--- src/rtl/gng_mc_if.sv ---
// gng_mc_if: control/data bundle for the multi-channel Gaussian noise generator.
//   master: drives ce, mode (and seed_* when GNG_MC_SEED_PORT_EN is defined),
//           receives valid_out, data_out.
//   slave : the generator side (gng_mc).
// Optional feature macro: GNG_MC_SEED_PORT_EN (adds the runtime seed write port).
interface gng_mc_if #(
    parameter int unsigned CHANNELS = 4
);
    localparam int unsigned CH_W = (CHANNELS > 1) ? $clog2(CHANNELS) : 1;

    logic                    ce;
    logic                    mode;
`ifdef GNG_MC_SEED_PORT_EN
    logic                    seed_we;
    logic [CH_W-1:0]         seed_ch;
    logic [1:0]              seed_sel;
    logic [63:0]             seed_data;
`endif
    logic                    valid_out;
    logic [16*CHANNELS-1:0]  data_out;

`ifdef GNG_MC_SEED_PORT_EN
    modport master (output ce, mode, seed_we, seed_ch, seed_sel, seed_data,
                    input  valid_out, data_out);
    modport slave  (input  ce, mode, seed_we, seed_ch, seed_sel, seed_data,
                    output valid_out, data_out);
`else
    modport master (output ce, mode, input  valid_out, data_out);
    modport slave  (input  ce, mode, output valid_out, data_out);
`endif
endinterface

--- src/rtl/gng_mc.sv ---
// gng_mc: CHANNELS independent 64-bit combined Tausworthe URNGs, each followed by
// a 3-stage post-processing pipeline producing s<16,11> Gaussian (Irwin-Hall n=4)
// or raw uniform samples, selectable per sample by mode.
// Ports:
//   clk  - system clock
//   rst  - asynchronous active-high reset
//   bus  - gng_mc_if.slave: ce, mode, [seed_we, seed_ch, seed_sel, seed_data],
//          valid_out, data_out (channel c at [16c+15:16c])
// Optional feature macro: GNG_MC_SEED_PORT_EN (runtime per-channel seed reload).

// One channel: URNG state plus its sample pipeline.
module gng_mc_lane #(
    parameter logic [63:0] SEED1 = 64'h8000_0000_0000_0000,
    parameter logic [63:0] SEED2 = 64'h8000_0000_0000_0000,
    parameter logic [63:0] SEED3 = 64'h8000_0000_0000_0000
) (
    input  logic        clk,
    input  logic        rst,
    input  logic        ce_i,
    input  logic        ld_i,     // output register load (valid sample this edge)
    input  logic        mode_i,
    input  logic [2:0]  wr_i,     // seed write strobes for z3,z2,z1
    input  logic [63:0] wdata_i,
    output logic [15:0] data_o
);
    localparam logic [63:0] TOP = 64'h8000_0000_0000_0000;

    logic [63:0]        z1_q, z2_q, z3_q, z1_d, z2_d, z3_d;
    logic [63:0]        u_q;
    logic               m2_q, m3_q;
    logic [17:0]        s_q;
    logic [15:0]        raw_q, out_q, out_d;
    logic signed [18:0] x;
    logic signed [31:0] prod;
    logic               lane_unused;

    // URNG step; a seed write overrides the step for that register only.
    always_comb begin
        z1_d = z1_q;
        z2_d = z2_q;
        z3_d = z3_q;
        if (ce_i) begin
            z1_d = ((z1_q & ~64'h1)   << 10) ^ (((z1_q << 1)  ^ z1_q) >> 53);
            z2_d = ((z2_q & ~64'h1FF) << 5)  ^ (((z2_q << 24) ^ z2_q) >> 50);
            z3_d = ((z3_q & ~64'hFFF) << 29) ^ (((z3_q << 3)  ^ z3_q) >> 23);
        end
        // Bit 63 forced so the per-component minimum-value constraints always hold.
        if (wr_i[0]) z1_d = wdata_i | TOP;
        if (wr_i[1]) z2_d = wdata_i | TOP;
        if (wr_i[2]) z3_d = wdata_i | TOP;
    end

    // Centre the Irwin-Hall sum and scale; taking the top half of the product is
    // an arithmetic shift by 16, i.e. floor rounding.
    always_comb begin
        x     = $signed({1'b0, s_q}) - 19'sd131072;
        prod  = 32'(x) * 32'sd3547;
        out_d = m3_q ? raw_q : prod[31:16];
    end
    assign lane_unused = ^prod[15:0];

    always_ff @(posedge clk or posedge rst) begin
        if (rst) begin
            z1_q  <= SEED1;
            z2_q  <= SEED2;
            z3_q  <= SEED3;
            u_q   <= '0;
            m2_q  <= 1'b0;
            s_q   <= '0;
            raw_q <= '0;
            m3_q  <= 1'b0;
            out_q <= '0;
        end else begin
            z1_q <= z1_d;
            z2_q <= z2_d;
            z3_q <= z3_d;
            if (ce_i) begin
                u_q   <= z1_q ^ z2_q ^ z3_q;
                m2_q  <= mode_i;
                s_q   <= {2'b0, u_q[15:0]}  + {2'b0, u_q[31:16]} +
                         {2'b0, u_q[47:32]} + {2'b0, u_q[63:48]};
                raw_q <= u_q[15:0];
                m3_q  <= m2_q;
            end
            // Only valid samples reach the output, so fill garbage never shows.
            if (ld_i) out_q <= out_d;
        end
    end

    assign data_o = out_q;
endmodule

module gng_mc #(
    parameter int unsigned CHANNELS = 4,
    parameter logic [63:0] INIT_Z1  = 64'd5030521853213464767,
    parameter logic [63:0] INIT_Z2  = 64'd18445829279764255008,
    parameter logic [63:0] INIT_Z3  = 64'd18436106598722573559
) (
    input  logic     clk,
    input  logic     rst,
    gng_mc_if.slave  bus
);
    localparam int unsigned CH_W = (CHANNELS > 1) ? $clog2(CHANNELS) : 1;
    localparam logic [63:0] GOLD = 64'h9E3779B97F4A7C15;
    localparam logic [63:0] TOP  = 64'h8000_0000_0000_0000;

    logic [2:0]                  cnt_q;
    logic                        valid_q, ld;
    logic [CHANNELS-1:0][15:0]   dat;

    // Output loads on the same edges that raise valid_out.
    assign ld = bus.ce && (cnt_q >= 3'd3);

    always_ff @(posedge clk or posedge rst) begin
        if (rst) begin
            cnt_q   <= '0;
            valid_q <= 1'b0;
        end else begin
            valid_q <= ld;
            if (bus.ce && cnt_q != 3'd4) cnt_q <= cnt_q + 3'd1;
        end
    end

    for (genvar c = 0; c < CHANNELS; c++) begin : g_lane
        localparam logic [63:0] MIX = 64'(c) * GOLD;
        logic [2:0]  wr;
        logic [63:0] wd;
`ifdef GNG_MC_SEED_PORT_EN
        logic hit;
        // Out-of-range seed_ch values match no lane and are dropped.
        assign hit = bus.seed_we && (bus.seed_ch == CH_W'(c));
        assign wr  = {3{hit}} & {bus.seed_sel == 2'd3, bus.seed_sel == 2'd2,
                                 bus.seed_sel == 2'd1};
        assign wd  = bus.seed_data;
`else
        assign wr  = 3'b000;
        assign wd  = '0;
`endif
        gng_mc_lane #(
            .SEED1((INIT_Z1 ^ MIX) | TOP),
            .SEED2((INIT_Z2 ^ MIX) | TOP),
            .SEED3((INIT_Z3 ^ MIX) | TOP)
        ) u_lane (
            .clk    (clk),
            .rst    (rst),
            .ce_i   (bus.ce),
            .ld_i   (ld),
            .mode_i (bus.mode),
            .wr_i   (wr),
            .wdata_i(wd),
            .data_o (dat[c])
        );
    end

    assign bus.valid_out = valid_q;
    assign bus.data_out  = dat;
endmodule

--- src/flat_wrapper.sv ---
// flat-port wrapper written by rule: the top's interface ports become plain ports
module gng_mc_flat 
#(
    parameter int unsigned CHANNELS = 4,
    parameter logic [63:0] INIT_Z1  = 64'd5030521853213464767,
    parameter logic [63:0] INIT_Z2  = 64'd18445829279764255008,
    parameter logic [63:0] INIT_Z3  = 64'd18436106598722573559
)
  (clk, rst, bus_ce, bus_mode, bus_valid_out, bus_data_out);
  gng_mc_if #(.CHANNELS(CHANNELS)) bus_i ();
  input  logic clk;
  input  logic rst;
  input wire logic [$bits(bus_i.ce)-1:0] bus_ce;
  input wire logic [$bits(bus_i.mode)-1:0] bus_mode;
  output wire logic [$bits(bus_i.valid_out)-1:0] bus_valid_out;
  output wire logic [$bits(bus_i.data_out)-1:0] bus_data_out;
  assign bus_i.ce = bus_ce;
  assign bus_i.mode = bus_mode;
  assign bus_valid_out = bus_i.valid_out;
  assign bus_data_out = bus_i.data_out;
  gng_mc #(.CHANNELS(CHANNELS), .INIT_Z1(INIT_Z1), .INIT_Z2(INIT_Z2), .INIT_Z3(INIT_Z3)) u_core (.clk(clk), .rst(rst), .bus(bus_i));
endmodule
--- config.mk ---
export PLATFORM = sky130hd
export DESIGN_NAME = gng_mc_flat
export DESIGN_NICKNAME = d
export VERILOG_FILES = /design/src/rtl/gng_mc_if.sv /design/src/rtl/gng_mc.sv /design/src/flat_wrapper.sv
export SDC_FILE = /design/constraint.sdc
export NUM_CORES = 2
export LEC_CHECK = 0
export CORE_MARGIN = 2
export CORE_UTILIZATION = 65
export DETAILED_ROUTE_END_ITERATION = 10
export DONT_BUFFER_PORTS = 1
export GPL_TIMING_DRIVEN = 0
export PLACE_DENSITY = 0.81
export SLEW_MARGIN = 20
export SYNTH_ARGS = -nofsm -noshare
export SYNTH_HDL_FRONTEND = slang
export SYNTH_SLANG_ARGS = --single-unit
--- constraint.sdc ---
create_clock -name clk -period 51.6 [get_ports clk]
set_clock_uncertainty 0.2 [all_clocks]
set_input_delay 7.74 -clock clk [delete_from_list [all_inputs] [get_ports clk]]
set_output_delay 7.74 -clock clk [all_outputs]
set_load 0.005 [all_outputs]
# Word level (Yosys, flattened, before mapping)
# Index checks and enable logic that the tools add are counted.
# Widths: inputs -> output; s select.
# op_classes
addsub,17
multipliers,4
order_cmp,1
n_eq_ne,1
mux,4
bitwise,32
reduce_logical,2
# op_table
op,n
$xor 64x64->64,20
$xor 64x11->64,4
$xor 64x14->64,4
$xor 64x41->64,4
$mul 19x13->32 const B,4
$sub 18x18->19 const B,4
$add 17x16->18,4
$add 18x16->18,4
$add 16x16->17,4
$mux 16,4
$add 3x1->3 const B,1
$ge 3x2->1 const B,1
$ne 3x3->1 const B,1
$logic_and 1x1->1,2
# word_totals
reg_bits,1230
in_bits,4
output_inout_bits,65
elab_cells,93

# Depth between registers and ports, before layout
# logic_depth
word_depth,3
depth_mapped,21
depth_no_buf,20

# Cells and area by module
# Synthesis repeated with hierarchy kept, for this count alone.
# unflattened
hier_cells,8385
area_unflattened_um2,85495.7
# modules_own_cells
mod,n_inst,cells_per_inst,area_per_inst_um2,seq_area_each_um2
gng_mc_lane (u_core.g_lane[3].u_lane),1,2104,21395.5,7827.5
gng_mc_lane (u_core.g_lane[0].u_lane),1,2087,21301.7,7848.8
gng_mc_lane (u_core.g_lane[2].u_lane),1,2094,21301.7,7820.0
gng_mc_lane (u_core.g_lane[1].u_lane),1,2080,21277.9,7827.5
gng_mc,1,20,219.0,100.1

# Least setup slack after synthesis
# OpenSTA, ideal clock, no wires.
# synth_timing
path_type,in2reg
from,input bus_ce
to,register u_core.g_lane[3].u_lane.z1_q[12]
setup_ns,0.125
arrival_time_ns,9.194
path_slack_ns,42.081
stages,5
path_buffers,4
path_cell_list,clkbuf_1 clkbuf_1 clkbuf_1 clkbuf_1 mux2_2
# synth_rtl
item,line,text
"start, declared",flat_wrapper.sv:13,input wire logic [$bits(bus_i.ce)-1:0] bus_ce;
"end signal, assigned",gng_mc.sv:74,z1_q <= z1_d;
"end, declared",gng_mc.sv:28,"logic [63:0] z1_q, z2_q, z3_q, z1_d, z2_d, z3_d;"
# No word-level cell between the ends.

# Worst setup path in the final report
# layout_timing
from,input bus_ce
to,register u_core.g_lane[2].u_lane.z2_q[0]
# layout_rtl
item,line,text
"end signal, assigned",gng_mc.sv:75,z2_q <= z2_d;
"end, declared",gng_mc.sv:28,
# No word-level cell between the ends.

==> results.py <==
metrics = {
    "drt": {
        "vias": 49984,
        "wl_um": 209000,
        "antenna_left": 0,
        "drt_pass1_iterations": 6,
        "vias_per_cell": 6.00,
        "wl_per_cell_um": 25.1,
        "drt_iter0_drc": 4492,
        "drc": 0,
    },
    "synth": {
        "syn_area_um2": 77400,
        "synth_nets": 7583,
        "synthCells": 6540,
        "syn_avg_cell_area_um2": 11.8,
        "synthMostInstantiatedCell": "inv_1",
        "synthTopCellsByCount": "inv_1, xnor2_1, mux2_2",
        "yosysUniqueCellTypes": 74,
        "synth_async_sr_flop_share_pct": 100,
        "synth_area_leaders": "dfrtp_1, fa_1, dfstp_2, mux2_2, xnor2_1",
        "yosysWarnings": 0,
        "synth-seq-area-share_pct": 40.4,
        "yosys.area.top_type_share_pct": 27.0,
        "synth_edf_count": 0,
        "synth_top_cell_by_area": "dfrtp_1",
        "synth-seq-cells": 1230,
        "synthFlopType": "dfrtp_1",
    },
    "worst_hold_path": {
        "hp-start": "u_core.g_lane[2].u_lane.z3_q[7]$_DFFE_PP1P_",
        "hold_class": "reg2reg",
    },
    "sta": {
        "post-route-period-util_pct": 21.2,
        "setup_viol": 0,
        "holdWs_ns": 0.297,
        "slew_violations": 0,
        "finalCriticalPeriod_ns": 10.95,
        "finalHoldViolCount": 0,
        "fmax_mhz": 91.3,
        "setup_ws_ns": 40.65,
        "worst_pin_slew_ns": 1.30,
        "slew_headroom_pct": 13.7,
        "rsz0062_at_grt": "no",
    },
    "setup_path": {
        "worstSetupStartpoint": "bus_ce",
        "required_ns": 52.00,
        "critPathKind": "in2reg",
        "crit_fanout": 10,
        "critPathCaptureType": "flip-flop",
        "crit_arrival_ns": 11.35,
        "critPathLaunchType": "input pin",
        "r2r_start": "u_core.g_lane[1].u_lane.s_q[17]$_DFFE_PP0P_",
    },
    "finish": {
        "utilization_pct": 71.2,
        "nets": 7731,
        "finalInstanceArea_um2": 84100,
        "area_growth_pct": 8.60,
        "drive_gt1_share_pct": 22.1,
        "diodes": 0,
    },
    "clock_network": {
        "root_buffer": "clkbuf_16",
        "cts_hold_buf": 0,
        "tritoncts": "built",
        "clock_latency_ns": 0.78,
        "htreeDepth": 4,
        "cts_buffer_depth": 3,
        "cts_made_buffers": 132,
        "clkTransAtPathRegs_ns": 0.06,
        "post_cts_buffers": 0,
        "clock_sink_count": 1230,
        "cts_resized": 0,
    },
    "placement": {
        "globalplace.congestion": 0.993,
        "placed_area_um2": 79800,
        "hpwlAfterDp_um": 163000,
        "io_buffers": 0,
        "pre_cts_ws_ns": 40.03,
    },
    "global_route": {
        "antenna_found_initial": 6,
        "gr-usage-met3_pct": 6.90,
        "grt_overflow": 0,
        "met2_usage_pct": 55.7,
        "grt_start_max_net_pins": 105,
        "use_met1_pct": 47.8,
        "grt_pass1_wl_um": 321000,
        "grt_pass1_vias": 52240,
        "top_usage_layer": "met2",
        "track_usage_pct": 35.3,
    },
    "flow_run": {
        "maxCapViolCount": 0,
    },
    "floorplan": {
        "initial_core_util_pct": 65.6,
        "boundaryPins": 69,
        "coreArea_um2": 118000,
        "die_y_um": 349,
        "die_area_um2": 122000,
        "die_x_um": 349,
        "rows": 126,
    },
    "run_status": {
        "status": "complete, no violations",
    },
}
sequential cells by signal (all words and copies together), names as in the netlist:
register                     cells
u_core.g_lane.u_lane.z2_q      256
u_core.g_lane.u_lane.m2_q        1
u_core.g_lane.u_lane.s_q        72
u_core.g_lane.u_lane.u_q       256
u_core.g_lane.u_lane.z1_q      256
u_core.bus.valid_out             1
u_core.g_lane.u_lane.z3_q      256
u_core.g_lane.u_lane.m3_q        1
u_core.cnt_q                     3
u_core.g_lane.u_lane.raw_q      64
u_core.g_lane.u_lane.data_o     64
worst paths after layout:
path                                                             endpoint  slack [ns]  cells past startpoint
max                           u_core.g_lane[2].u_lane.z2_q[0]$_DFFE_PP0P_       40.65                      6
min in group asynchronous    u_core.g_lane[0].u_lane.z1_q[59]$_DFFE_PP0P_        6.62                      1
max in group asynchronous    u_core.g_lane[2].u_lane.z3_q[47]$_DFFE_PP1P_       42.35                      5
max reg2reg                u_core.g_lane[1].u_lane.data_o[15]$_DFFE_PP0P_       45.03                     18
min                           u_core.g_lane[2].u_lane.z3_q[7]$_DFFE_PP1P_        0.30                      2
min reg2reg                   u_core.g_lane[2].u_lane.z3_q[7]$_DFFE_PP1P_        0.30                      2
worst max-delay path, stage by stage:
cell and delay, ns:
clkbuf_1 0.36, clkbuf_1 0.94, clkbuf_2 0.65, clkbuf_1 0.85
clkbuf_1 0.63, a21oi_1 0.17
cells in the final DEF (no fill, tap or decap), drive strengths merged, types with 5 or more instances in the layout:
cell	count
mux2	849
nand2b	10
or3	11
o21ai	125
dfstp	395
ha	459
nand3	38
or2	6
xor2	32
o22ai	5
dfrtp	835
buf	32
nor3	29
and3	28
a211o	8
a21boi	13
nor2	366
xnor2	857
nor2b	13
a21oi	392
a31oi	12
nand4	9
fa	580
nand3b	6
a21o	33
clkinv	35
inv	978
clkbuf	373
o31ai	9
nand2	115
bufinv	5
a211oi	11
o21a	15
o211ai	14
o21bai	9
mux2i	25
cells by family (layout without fill, tap and decap cells):
family	Yosys count	in the layout	synth area share, %
adder cells (fa/ha/maj)	1039	1039	22.4
flip-flops	1230	1230	40.4
AND/OR/NAND/NOR	649	649	3.63
buffers and inverters	1171	1426	5.68
AO/OA/AOI/OAI	688	688	5.17
XOR/XNOR	889	889	10.1
multiplexers	874	874	12.7
per-stage QoR:
step / cells / setup TNS (ns)
final: 8331 / 0
after global routing: 8331 / 0
after CTS: 8331 / 0
after detailed placement: 8090 / 0
after global placement: 8076 / -2021.44
after floorplan: 6540 / 0
area by class of cell:
cell class,instances,area [um^2]
multi-input combinational,4139,41800
fill,8070,34000
sequential,1230,31300
clock buffer,193,3840
inverter,973,3660
tap,1536,1920
buffer,198,761
clock inverter,48,485
timing repair buffer,14,385
per-layer routing:
metal	vias up	share of wire (%)
li1	21467	-
met1	25957	41
met2	2021	46
met3	529	8.1
met4	10	5.0
met5	-	0.033
Power is not shown: default switching activity piles up to over one toggle a cycle in this logic, so the estimate is an artifact.
